**config.mk**
```make
export PLATFORM = sky130hd
export DESIGN_NAME = mul_arb_sched
export DESIGN_NICKNAME = d
export VERILOG_FILES = /design/src/rtl/mul_arb_sched.sv
export SDC_FILE = /design/constraint.sdc
export NUM_CORES = 1
export LEC_CHECK = 0
export CAP_MARGIN = 40
export CORE_ASPECT_RATIO = 1.75
export CORE_MARGIN = 5
export CORE_UTILIZATION = 34
export DETAILED_ROUTE_END_ITERATION = 10
export GPL_ROUTABILITY_DRIVEN = 0
export PLACE_DENSITY = 0.82
export SLEW_MARGIN = 20
export SYNTH_ARGS = -nofsm -noshare
export SYNTH_HDL_FRONTEND = slang
export SYNTH_SLANG_ARGS = --single-unit
```
**constraint.sdc**
```tcl
create_clock -name clk -period 1.5 [get_ports clk]
set_input_delay 0.3 -clock clk [delete_from_list [all_inputs] [get_ports clk]]
set_output_delay 0.3 -clock clk [all_outputs]
set_load 0.02 [all_outputs]
```
**src/rtl/mul_arb_sched.sv**
```systemverilog
// mul_arb_sched: round-robin arbiter that shares one fp16 x int4 multiplier
// among NREQ requesters, with one operation in flight at a time.
// Optional WAIT-state watchdog compiled in with `define MUL_ARB_TIMEOUT_EN.
`timescale 1ns/1ps
module mul_arb_sched #(
  parameter int unsigned NREQ           = 4,
  parameter int unsigned ACT_WIDTH      = 16,
  parameter int unsigned W_WIDTH        = 4,
  parameter int unsigned TIMEOUT_CYCLES = 15
) (
  input  logic                        clk,
  input  logic                        rst,
  input  logic [NREQ-1:0]             req,
  input  logic [NREQ*ACT_WIDTH-1:0]   act_in,
  input  logic [NREQ*W_WIDTH-1:0]     w_in,
  output logic [NREQ-1:0]             grant,
  output logic                        mul_start,
  output logic [ACT_WIDTH-1:0]        mul_act,
  output logic [W_WIDTH-1:0]          mul_weight,
  input  logic                        mul_busy,
  input  logic                        mul_done,
  input  logic                        mul_sign,
  input  logic [4:0]                  mul_exp,
  input  logic [13:0]                 mul_mant,
  output logic                        out_valid,
  output logic [$clog2(NREQ)-1:0]     out_id,
  output logic                        out_sign,
  output logic [4:0]                  out_exp,
  output logic [13:0]                 out_mant,
  output logic                        err
);

  localparam int unsigned ID_W  = $clog2(NREQ);
  localparam int unsigned IDX_W = ID_W + 1;

  typedef enum logic [1:0] {IDLE, ISSUE, WAIT, DONE} state_t;

  // Reject configurations outside the supported range at elaboration.
  if (NREQ < 2 || NREQ > 8 || TIMEOUT_CYCLES == 0) begin : g_bad_param
    $error("mul_arb_sched: unsupported parameter value");
  end

  state_t                state, state_d;
  logic [ID_W-1:0]       rr_ptr, rr_d;
  logic [ID_W-1:0]       cur_id, cur_id_d;
  logic [NREQ-1:0]       grant_d;
  logic                  start_d;
  logic [ACT_WIDTH-1:0]  act_d;
  logic [W_WIDTH-1:0]    wgt_d;
  logic                  ov_d;
  logic [ID_W-1:0]       oid_d;
  logic                  osign_d;
  logic [4:0]            oexp_d;
  logic [13:0]           omant_d;
  logic                  err_d;

  logic                  sel_found;
  logic [ID_W-1:0]       sel_id;
  logic [IDX_W-1:0]      idx;
  logic [ID_W-1:0]       cand;

  logic [ACT_WIDTH-1:0]  act_arr [NREQ];
  logic [W_WIDTH-1:0]    w_arr   [NREQ];

`ifdef MUL_ARB_TIMEOUT_EN
  localparam int unsigned CNT_W = $clog2(TIMEOUT_CYCLES + 1);
  logic [CNT_W-1:0]      wd_cnt, wd_cnt_d;
`endif

  // Split the flat operand buses into per-requester lanes.
  for (genvar g = 0; g < NREQ; g++) begin : g_unpack
    assign act_arr[g] = act_in[g*ACT_WIDTH +: ACT_WIDTH];
    assign w_arr[g]   = w_in[g*W_WIDTH +: W_WIDTH];
  end

  function automatic logic [ID_W-1:0] next_id(input logic [ID_W-1:0] id);
    if (id == ID_W'(NREQ - 1)) return '0;
    return id + ID_W'(1);
  endfunction

  // Round-robin pick: first pending request at or after rr_ptr, wrapping.
  always_comb begin
    sel_found = 1'b0;
    sel_id    = '0;
    idx       = '0;
    cand      = '0;
    for (int i = 0; i < int'(NREQ); i++) begin
      idx = IDX_W'(rr_ptr) + IDX_W'(i);
      if (idx >= IDX_W'(NREQ)) idx = idx - IDX_W'(NREQ);
      cand = idx[ID_W-1:0];
      if (!sel_found && req[cand]) begin
        sel_found = 1'b1;
        sel_id    = cand;
      end
    end
  end

  // Next-state and next-output logic; pulses default low, data holds.
  always_comb begin
    state_d  = state;
    rr_d     = rr_ptr;
    cur_id_d = cur_id;
    grant_d  = '0;
    start_d  = 1'b0;
    act_d    = mul_act;
    wgt_d    = mul_weight;
    ov_d     = 1'b0;
    oid_d    = out_id;
    osign_d  = out_sign;
    oexp_d   = out_exp;
    omant_d  = out_mant;
    err_d    = 1'b0;
`ifdef MUL_ARB_TIMEOUT_EN
    wd_cnt_d = '0;
`endif
    case (state)
      IDLE: begin
        if (sel_found) begin
          grant_d  = NREQ'(1) << sel_id;
          act_d    = act_arr[sel_id];
          wgt_d    = w_arr[sel_id];
          cur_id_d = sel_id;
          state_d  = ISSUE;
        end
      end
      ISSUE: begin
        if (!mul_busy) begin
          start_d = 1'b1;
          state_d = WAIT;
        end
      end
      WAIT: begin
        if (mul_done) begin
          ov_d    = 1'b1;
          oid_d   = cur_id;
          osign_d = mul_sign;
          oexp_d  = mul_exp;
          omant_d = mul_mant;
          state_d = DONE;
        end
`ifdef MUL_ARB_TIMEOUT_EN
        else if (wd_cnt == CNT_W'(TIMEOUT_CYCLES - 1)) begin
          err_d   = 1'b1;
          rr_d    = next_id(cur_id);
          state_d = IDLE;
        end else begin
          wd_cnt_d = wd_cnt + CNT_W'(1);
        end
`endif
      end
      DONE: begin
        rr_d    = next_id(cur_id);
        state_d = IDLE;
      end
      default: state_d = IDLE;
    endcase
  end

  // State and output registers; reset discards any operation in flight.
  always_ff @(posedge clk or negedge rst) begin
    if (!rst) begin
      state      <= IDLE;
      rr_ptr     <= '0;
      cur_id     <= '0;
      grant      <= '0;
      mul_start  <= 1'b0;
      mul_act    <= '0;
      mul_weight <= '0;
      out_valid  <= 1'b0;
      out_id     <= '0;
      out_sign   <= 1'b0;
      out_exp    <= '0;
      out_mant   <= '0;
      err        <= 1'b0;
`ifdef MUL_ARB_TIMEOUT_EN
      wd_cnt     <= '0;
`endif
    end else begin
      state      <= state_d;
      rr_ptr     <= rr_d;
      cur_id     <= cur_id_d;
      grant      <= grant_d;
      mul_start  <= start_d;
      mul_act    <= act_d;
      mul_weight <= wgt_d;
      out_valid  <= ov_d;
      out_id     <= oid_d;
      out_sign   <= osign_d;
      out_exp    <= oexp_d;
      out_mant   <= omant_d;
      err        <= err_d;
`ifdef MUL_ARB_TIMEOUT_EN
      wd_cnt     <= wd_cnt_d;
`endif
    end
  end

endmodule

```
# ---- After elaboration in Yosys (flattened, before gate mapping)
# Index checks and enable logic that the tools add are counted.
# Widths: inputs -> output; s select.
dict set report op_classes {
  n_addsub 8
  multipliers 0
  div 0
  magnitude_cmp 9
  n_eq_ne 7
  shifts 1
  n_mux 40
  bitwise 1
  n_reduce_logical 10
}
# operator n
set op_table {}
lappend op_table {{$bmux 16 s2} 1}
lappend op_table {{$mux 16} 2}
lappend op_table {{$mux 2} 13}
lappend op_table {{$mux 4} 4}
lappend op_table {{$mux 1} 14}
lappend op_table {{$ge 3x3->1 const B} 4}
lappend op_table {{$lt 2x3->1 const B} 4}
lappend op_table {{$bmux 1 s2} 4}
lappend op_table {{$bmux 4 s2} 1}
lappend op_table {{$pmux 2 s4} 1}
lappend op_table {{$sub 2x1->2 const B} 4}
lappend op_table {{$add 2x2->3 const B} 2}
lappend op_table {{$eq 2x2->1 const B} 3}
lappend op_table {{$ne 2x2->1 const B} 3}
lappend op_table {{$reduce_and 2->1} 2}
lappend op_table {{$shl 1x2->4 const A} 1}
lappend op_table {{$add 2x1->3 const B} 1}
lappend op_table {{$ge 2x3->1 const B} 1}
lappend op_table {{$logic_and 1x1->1} 3}
lappend op_table {{$logic_not 1->1} 3}
lappend op_table {{$not 2->3} 1}
lappend op_table {{$reduce_and 3->1} 1}
lappend op_table {{$add 2x1->2 const B} 1}
lappend op_table {{$eq 2x1->1 const B} 1}
lappend op_table {{$logic_not 2->1} 1}
dict set report word_totals {
  regBits 54
  latchBits 0
  ram_bits 0
  mem_bits_ro 0
  input_bits 108
  out_inout_bits 49
  n_memories 0
}

# ---- Logic depth before layout (Yosys ltp)
dict set report logic_depth {
  word_depth 18
  mapped_depth 8
}

# ---- Worst setup path before layout
# OpenSTA, ideal clock, no wires.
dict set report synth_path {
  path_kind {flip-flop to flip-flop}
  startpoint {register state[0]}
  endpoint {register out_exp[0]}
  t_arrival_ns 1.470
  t_required_ns 1.375
  slack_ns -0.095
  stages_incl_launch_ff 6
  n_path_buf 1
  synth_period_minus_slack_ns 1.595
  path_cell_list {dfrtp_1 inv_1 ha_1 nand2_1 buf_1 mux2_2}
}
dict set report synth_between {
  elab_chain_cells 2
}
# item line
set synth_rtl {}
lappend synth_rtl {{start, declared} 43} ;# state_t state, state_d;
lappend synth_rtl {{start signal, assigned} 179} ;# state <= state_d;
lappend synth_rtl {{$eq 2x2->1} 116} ;# case (state)
lappend synth_rtl {{$reduce_and 2->1 (no source line)} -}
lappend synth_rtl {{end signal, assigned} 189} ;# out_exp <= oexp_d;
lappend synth_rtl {{end, declared} 28} ;# output logic [4:0] out_exp,
# No other way between the ends.
# A chain may end at the register's enable or synchronous reset.

# ---- Worst setup path in the final report
dict set report layout_path {
  startpoint {register rr_ptr[0]}
  endpoint {register mul_act[11]}
}
dict set report layout_between {
  elab_chain_cells 18
  word_cells_on_any_way 42
  cone_classes {7 x add/sub; 4 x order compare; 23 x mux; 1 x bitwise; 7 x reduce/logical}
}
# item line
set layout_rtl {}
lappend layout_rtl {{start, declared} 44} ;# logic [ID_W-1:0] rr_ptr, rr_d;
lappend layout_rtl {{start signal, assigned} 180} ;# rr_ptr <= rr_d;
lappend layout_rtl {{parallel branches: the longest is 18 deep, another holds $add 2x1->3} -}
lappend layout_rtl {{end signal, assigned} 184} ;# mul_act <= act_d;
lappend layout_rtl {{end, declared} 18} ;# output logic [ACT_WIDTH-1:0] mul_act,
# Several ways; the timed one is not identified. The select of a mux whose other input is x is not followed.

==> impl_metrics.json <==
{
  "finish.utilization_pct": 65.27,
  "cts_tree": "yes",
  "cp.required_ns": 1.66,
  "synthCells": 215,
  "post_drt_wl_per_cell_um": 18.76,
  "peakVddDrop_mv": 1.246,
  "die_h_um": 127.1,
  "grt_max_degree": 55,
  "ys_seq_area_share_pct": 50.68,
  "setup.worst_path.end_class": "register",
  "dp_hpwl_um": 6269,
  "worst_slack_ns": -0.2310,
  "clock_latency_ns": 0.29,
  "ys_types": 28,
  "start_util_pct": 34.99,
  "fillers": 612,
  "detail_route.first_pass.iterations": 4,
  "fin_skew_ns": 0.007640,
  "nNetsFinal": 512,
  "cap_violations": 0,
  "synth_fp_nets": 328,
  "grt_pass1_vias": 2644,
  "ys_ff_latch": 54,
  "holdWs_ns": 0.008190,
  "avgViaCountPerCell": 5.016,
  "hp-class": "primary input to async pin",
  "diodes": 0,
  "status": "finished with violations",
  "remaining_drc_errors": 0,
  "netlist_area_um2": 2666,
  "num_io_pins": 157,
  "ant_nets": 0,
  "num_vias": 2448,
  "h-tree-depth": 2,
  "port_buffers": 155,
  "fin_crit_ns": 1.731,
  "finalWirelength_um": 9154,
  "die_area_um2": 9783,
  "crit_fanout": 5,
  "synthArstFlopShare_pct": 100.0,
  "power.density_nw_per_um2": 1867,
  "antenna_found_initial": 0,
  "worst_ep_arrival_time_ns": 1.89,
  "clockBufferDepth": 2,
  "gr-total-overflow": 0,
  "reg2reg_slack_ns": -0.23,
  "clkSinkCount": 54,
  "start_kind": "register",
  "p_leak_nw": 2.368,
  "die_width_um": 76.94,
  "design_area_um2": 4974,
  "critPathKind": "register to register",
  "drt_first_iter_violations": 50,
  "violations": "negative setup slack",
  "multi_input_comb_area_um2": 1326,
  "core_um2": 7620,
  "clkTransAtPathRegs_ns": 0.07,
  "finalCritPeriodShare_pct": 115.4,
  "cts_made_buffers": 5,
  "grt_pass1_wl_um": 13630,
  "final-seq-area_um2": 1351,
  "post_dp_cell_area_um2": 4425,
  "fmax_ghz": 0.5777,
  "synth_edf_count": 0,
  "finalMaxSlewViolations": 0,
  "rsz0062_at_grt": "true",
  "rows": 42,
  "avgSynthCellArea_um2": 12.40,
  "cts-root-buf": "clkbuf_16",
  "setup_viol": 24,
  "hold_violations": 0,
  "drive_above_1_share_pct": 24.50,
  "grt_use_total_pct": 17.34,
  "ys.flop_type": "dfrtp_1",
  "yosysWarnings": 0,
  "area_growth_pct": 86.53
}
## synth_stat cells, types with 3 or more instances
cell | n | share of area, %
o221ai_1 | 20 | 6.6
inv_1 | 6 | 0.84
buf_2 | 5 | 0.94
o21ai_0 | 4 | 0.75
mux2_2 | 24 | 10
nor2b_1 | 3 | 0.70
buf_12 | 3 | 2.3
nor2_1 | 4 | 0.56
ha_1 | 5 | 2.3
mux2i_1 | 40 | 15
nand2_1 | 25 | 3.5
dfrtp_1 | 54 | 51
## final cells by class
cell class | instances | share of cell area (%)
multi-input cells | 139 | 26.67
repair buffers | 193 | 40.45
inverters | 6 | 0.4528
well taps | 88 | 2.214
flip-flops and latches | 54 | 27.17
clock buffers | 6 | 2.792
clock inverters | 2 | 0.2516
## metal layers
layer	vias up	part of all wire, %	global-route usage, %
met3	13	8.6	6.972
li1	1142	-	-
met2	112	56	32.45
met4	0	2.2	3.811
met1	1181	33	17.79
met5	-	0	0
## path summary, 6_finish.rpt
kind,end,cells after the start,from
worst max-delay path,mul_act[11],7,rr_ptr[0]
worst min-delay path,grant[0],2,rst
worst max register to register,mul_act[11],7,rr_ptr[0]
worst min register to register,mul_act[4],2,mul_act[4]
max in group asynchronous,out_mant[10],2,rst
min in group clk,mul_act[4],2,mul_act[4]
## cell families after synthesis
| kind of cell | count (synthesis) | share of synthesized area, % |
|---|---|---|
| other | 1 | 0.1406 |
| buffers and inverters | 22 | 6.147 |
| adder cells (fa/ha/maj) | 5 | 2.346 |
| AO/OA/AOI/OAI | 30 | 9.057 |
| multiplexers | 64 | 25.15 |
| AND/OR/NAND/NOR | 39 | 6.476 |
| flip-flops | 54 | 50.68 |
## registers in the layout, indices dropped and copies added (netlist names)
name / cells
rr_ptr: 2
state: 2
out_valid: 1
out_exp: 5
cur_id: 2
mul_act: 16
out_sign: 1
mul_weight: 4
mul_start: 1
out_id: 2
grant: 4
out_mant: 14
## cell usage in the layout (no fill, tap or decap), drive strengths merged, types with 2 or more instances in the layout
cell type / instances
ha: 5
clkdlybuf4s50: 102
nor2: 4
inv: 6
nand2b: 2
nand2: 25
buf: 34
o221ai: 20
mux2i: 40
nor2b: 3
dfrtp: 54
clkbuf: 10
o22ai: 2
o21ai: 4
and2b: 2
dlygate4sd2: 52
mux2: 24
## worst max-delay path, cell delays in order, from the launching register on
cell and delay [ns]:
dfrtp_1 0.39, and2b_2 0.26, nor3_4 0.05, o22ai_4 0.17
buf_6 0.14, bufbuf_16 0.25, mux2i_1 0.19, o221ai_1 0.14
## metrics by stage
step	setup TNS (ns)	total power, mW	std cells	worst slack [ns]
finish	-4.107	9.287	488	-0.2310
global route	-6.247	9.900	488	-0.3233
CTS	-2.995	8.936	480	-0.2075
detailed placement	-16.19	7.532	461	-0.6506
global placement	-14.33	7.373	461	-0.5943
floorplan	-0.1894	5.359	215	-0.01219
## where the power goes
part / internal, mW / switching [mW]
logic: 2.94 / 2.66
registers: 2.16 / 0.355
clock network: 0.662 / 0.521
## repair_timing
| item | 4_1_cts | 5_1_grt |
|---|---|---|
| pin swaps | 9 | 3 |
| setup endpoints to repair | 76 | 41 |
| hold buffers | 0 | 0 |
| resized for setup | 71 | 19 |
| gates cloned | 3 | 4 |
| setup buffers | 9 | 4 |
Note: power is estimated with default switching activity, not from simulation.
